<file path="src/rtl/counter_if_pkg.sv">
// Shared defaults and types for the paired up/down counter unit.
package counter_if_pkg;

  localparam int unsigned WIDTH_DEF       = 4;
  localparam int unsigned UP_LOAD_VAL_DEF = 5;
  localparam int unsigned DN_LOAD_VAL_DEF = 10;

  typedef enum logic {CNT_UP = 1'b0, CNT_DN = 1'b1} count_dir_e;

  // All-ones value for a counter of width w (default down-counter reset value)
  function automatic int unsigned all_ones(input int unsigned w);
    return (32'd1 << w) - 32'd1;
  endfunction

  localparam int unsigned DN_RESET_VAL_DEF = all_ones(WIDTH_DEF);

endpackage

</file>
<file path="src/rtl/counter_slice.sv">
// One free-running counter with synchronous load, direction set at elaboration,
// and a registered wrap pulse.
module counter_slice
  import counter_if_pkg::*;
#(
  parameter int unsigned      WIDTH    = WIDTH_DEF,
  parameter count_dir_e       DIR      = CNT_UP,
  parameter logic [WIDTH-1:0] LOAD_VAL = '0,
  parameter logic [WIDTH-1:0] RST_VAL  = '0
) (
  input  logic             clk,
  input  logic             reset_n,
  input  logic             load,
  output logic [WIDTH-1:0] count,
  output logic             wrap
);

  localparam logic [WIDTH-1:0] ONE = WIDTH'(1);

  logic [WIDTH-1:0] count_next_c;
  logic             at_limit_c;

  // Next count and the limit value from which the next step wraps
  always_comb begin
    count_next_c = count;
    at_limit_c   = 1'b0;
    if (DIR == CNT_UP) begin
      count_next_c = count + ONE;
      at_limit_c   = (count == '1);
    end else begin
      count_next_c = count - ONE;
      at_limit_c   = (count == '0);
    end
  end

  // Reset beats load beats count; wrap only flags a real counting step
  always_ff @(posedge clk) begin
    if (!reset_n) begin
      count <= RST_VAL;
      wrap  <= 1'b0;
    end else if (load) begin
      count <= LOAD_VAL;
      wrap  <= 1'b0;
    end else begin
      count <= count_next_c;
      wrap  <= at_limit_c;
    end
  end

endmodule

</file>
<file path="src/rtl/counter_if_unit.sv">
// Up and down counters sharing reset and load, each with its own wrap pulse.
module counter_if_unit
  import counter_if_pkg::*;
#(
  parameter int unsigned WIDTH        = WIDTH_DEF,
  parameter int unsigned UP_LOAD_VAL  = UP_LOAD_VAL_DEF,
  parameter int unsigned DN_LOAD_VAL  = DN_LOAD_VAL_DEF,
  parameter int unsigned DN_RESET_VAL = all_ones(WIDTH)
) (
  input  logic             clk,
  input  logic             reset_n,
  input  logic             load,
  output logic [WIDTH-1:0] up_counter,
  output logic [WIDTH-1:0] down_counter,
  output logic             up_wrap,
  output logic             down_wrap
);

  counter_slice #(
    .WIDTH    (WIDTH),
    .DIR      (CNT_UP),
    .LOAD_VAL (WIDTH'(UP_LOAD_VAL)),
    .RST_VAL  ('0)
  ) u_up (
    .clk     (clk),
    .reset_n (reset_n),
    .load    (load),
    .count   (up_counter),
    .wrap    (up_wrap)
  );

  counter_slice #(
    .WIDTH    (WIDTH),
    .DIR      (CNT_DN),
    .LOAD_VAL (WIDTH'(DN_LOAD_VAL)),
    .RST_VAL  (WIDTH'(DN_RESET_VAL))
  ) u_dn (
    .clk     (clk),
    .reset_n (reset_n),
    .load    (load),
    .count   (down_counter),
    .wrap    (down_wrap)
  );

endmodule

</file>
<file path="config.mk">
export PLATFORM = sky130hd
export DESIGN_NAME = counter_if_unit
export DESIGN_NICKNAME = d
export VERILOG_FILES = /design/src/rtl/counter_if_pkg.sv /design/src/rtl/counter_slice.sv /design/src/rtl/counter_if_unit.sv
export SDC_FILE = /design/constraint.sdc
export NUM_CORES = 1
export LEC_CHECK = 0
export CORE_AREA = 2 2 39 41
export CTS_CLUSTER_DIAMETER = 150
export DETAILED_ROUTE_END_ITERATION = 12
export DIE_AREA = 0 0 41 43
export PLACE_DENSITY_LB_ADDON = 0.12
export SYNTH_ARGS = -nofsm -noshare
export SYNTH_HDL_FRONTEND = slang
export SYNTH_SLANG_ARGS = --single-unit
</file>
<file path="constraint.sdc">
create_clock -name clk -period 2 [get_ports clk]
set_input_delay 0.3 -clock clk [delete_from_list [all_inputs] [get_ports clk]]
set_output_delay 0.3 -clock clk [all_outputs]
set_load 0.005 [all_outputs]
</file>
==> reports/qor.csv, run 1 <==
metric,value,unit
port buffer count,12,
Core Box Area,1384,um^2
Post-CTS Setup Bufs,0,
hold buffers post-CTS,0,
outcome,completed,
number of synthesized register bits,10,
worst hold start,u_dn.count[3],
initial core utilization,26.49,%
RSZ-0062 raised after global routing,no,
post-synth top area cell,dfxtp_1,
Max stage delay on crit path,0.53,ns
post-synthesis sequential area ratio,54.61,%
Die X,41,um
Slew HR,85.13,%
Synth async-reset ratio,0,%
hold depth,1,
clk root buf,clkbuf_4,
"top cells by area, synth","dfxtp_1 55%, ha_1 6.8%, xnor2_1 4.8%",
Worst-Skew Late Latency,0.26,ns
Antenna diodes,0,
initial antenna violation count,0,
Unique masters post-synth,17,
vias in the first global route,301,
first-pass GRT wire length,1248,um
Non-Filler Instances,65,
Finish-stage setup viols,0,
Hold WC Path Type,register to register,
DRC,0,
count of final max-slew check failures,0,
"count leader, synth",dfxtp_1,
total number of vias,293,
Hold Fails Final Rpt,0,
clock tree buffer depth,2,
VDD IR-drop max,0.0003939,V
Placed Cells,61,
CTS resizes,0,
area delta synth->final,48.12,%
Worst-Margin Slew,0.2201,ns
layout cells sized above 1,8.163,%
Fin Setup TNS,0,ns
"Primary FF master, synth",dfxtp_1,
WL final,737,um
Synth Net Count,38,
CP Cell Sequence,clkdlybuf4s50_1,
Syn Area/Cell,11.11,um^2
routed wire length per instance,11.34,um
crit path from,u_dn.count[2],
CP Buf/Inv Count,1,
Die Y,43,um
DP HPWL,534.8,um
MaxCap Viol Count,0,
total track usage,11.25,%
R2R cell count,2,
full die area,1763,um^2
Final Wtd Congestion,0.6218,
Num CTS Buffers,3,
area share of the largest cell type after synthesis,54.61,%
Final Critical Period,1.501,ns
CP startpoint kind,register,
vias per std cell,4.508,
clock slew at reported path FFs,0.07,ns
# IOs,13,
Synth top cells by count,"10 x dfxtp_1, 3 x inv_1",
gr ovfl total,0,
arrival time worst endpoint,1.20,ns
Worst Path Max Fanout,5,
mapped cell area,366.6,um^2
critical path's slowest cell,clkdlybuf4s50_1,
DRT iter0 DRCs,1,
clock sinks,10,
TritonCTS clock tree,done,
power per cell area,807.2,nW/um^2
RR Startpoint,u_dn.count[0],
Antenna Violating Nets Remaining,0,
fill cell count,148,
final worst-path cycle share,75.03,%
First-pass DRT Iterations,2,
FMAX,666.4,MHz
Leakage Power,0.2297,nW
worst path required time,1.70,ns
FP Rows,14,
endpoint class of the critical path,primary output,
largest net degree at the start of global routing,8,
"delay-heaviest family, CP",buffers and inverters,
Clock Skew,0.003789,ns
Post-synth EDFFs,0,
post-synthesis instance total,33,
Ys Warns,0,
Levels on crit path,1,
Nets,55,
H-tree depth,1,
CP Class,register to primary output,
report_power, final:
part	switching [mW]	internal, mW	total [mW]
Combinational	0.0137	0.0263	0.0400
Sequential	0.00937	0.208	0.217
Clock	0.0708	0.111	0.181
sequential cells by signal (all words and copies together), names as in the netlist:
name / flops
u_up.wrap: 1
u_dn.wrap: 1
u_dn.count: 4
u_up.count: 4
stage by stage:
stage / hold slack [ns] / instance area [um^2] / power, mW / utilization [%] / worst slack [ns]
floorplan: 0.3762 / 366.6 / 0.2351 / - / 1.032
CTS: 0.4944 / 543.0 / 0.4442 / 39.24 / 0.4918
detailed placement: 0.4900 / 506.7 / 0.2611 / 36.62 / 0.5706
global placement: 0.4681 / 506.7 / 0.2613 / 36.62 / 0.5669
global route: 0.5286 / 543.0 / 0.4623 / 39.24 / 0.4418
finish: 0.4868 / 543.0 / 0.4383 / 39.24 / 0.4994
logic make-up (layout without fill, tap and decap cells):
kind of cell,count (synthesis),after routing,synth area share (%)
xor+xnor,2,2,4.779
simple gates,10,10,19.12
fa+ha+maj,2,2,6.825
flops,10,10,54.61
compound gates,5,5,8.873
buf+inv,3,19,3.071
mux,1,1,2.730
per-layer routing:
layer	track usage [%]	vias up	wire length [um]	share of wire, %
li1	-	149	-	-
met1	13.25	130	327	44
met2	13.75	12	333	45
met3	6.283	2	63	8.5
met4	10.00	0	12	1.6
met5	0	-	0	0
worst paths after layout:
path | to | slack [ns]
hold reg to reg | u_dn.wrap | 0.49
setup reg to reg | u_dn.count[3] | 0.96
setup / recovery | down_counter[2] | 0.50
hold / removal | u_dn.wrap | 0.49
cells in the final DEF, fill, tap and decap left out:
cell type	netlist	routed
a21boi_0	2	2
and2_1	1	1
and2b_1	1	1
and4_1	1	1
clkbuf_4	0	3
clkbuf_8	0	1
clkdlybuf4s50_1	0	12
dfxtp_1	10	10
ha_1	2	2
inv_1	3	3
mux2i_1	1	1
nand2_1	1	1
nand3_1	2	2
nand3b_1	1	1
nor4bb_1	1	1
o21ai_0	2	2
o31ai_1	1	1
or3b_1	1	1
or4_1	1	1
xnor2_1	2	2
cell type report:
type	instances	area (um^2)	area share (%)
clock buffers	4	36.28	6.682
inverters	3	11.26	2.074
multi-input cells	20	155.1	28.57
flip-flops and latches	10	200.2	36.87
well taps	16	20.02	3.687
repair buffers	12	120.1	22.12
Note: power is estimated with default switching activity, not from simulation.
==> run 2: changes to the inputs <==
clock period = 1.5 ns   (was 2 ns; I/O delays follow)
==> results of run 2 <==
Same layout as run 1 (identical final DEF). Status: completed.
Main changes from that run: setup slack after placement 0.5706 ns -> 0.1456 ns; setup slack after layout 0.4994 ns -> 0.07440 ns; register-to-register setup slack 0.96 ns -> 0.46 ns; total power 0.4383 mW -> 0.5844 mW; worst IR drop on VDD 0.0003939 V -> 0.0005252 V
==> run 3: changes to the inputs <==
GPL_ROUTABILITY_DRIVEN = 0   (was not set)
==> results of run 3 <==
Same layout as run 1 (identical final DEF). Status: completed.
Main changes from that run: setup slack after placement 0.5706 ns -> 0.1456 ns; setup slack after layout 0.4994 ns -> 0.07440 ns; register-to-register setup slack 0.96 ns -> 0.46 ns; total power 0.4383 mW -> 0.5844 mW; worst IR drop on VDD 0.0003939 V -> 0.0005252 V
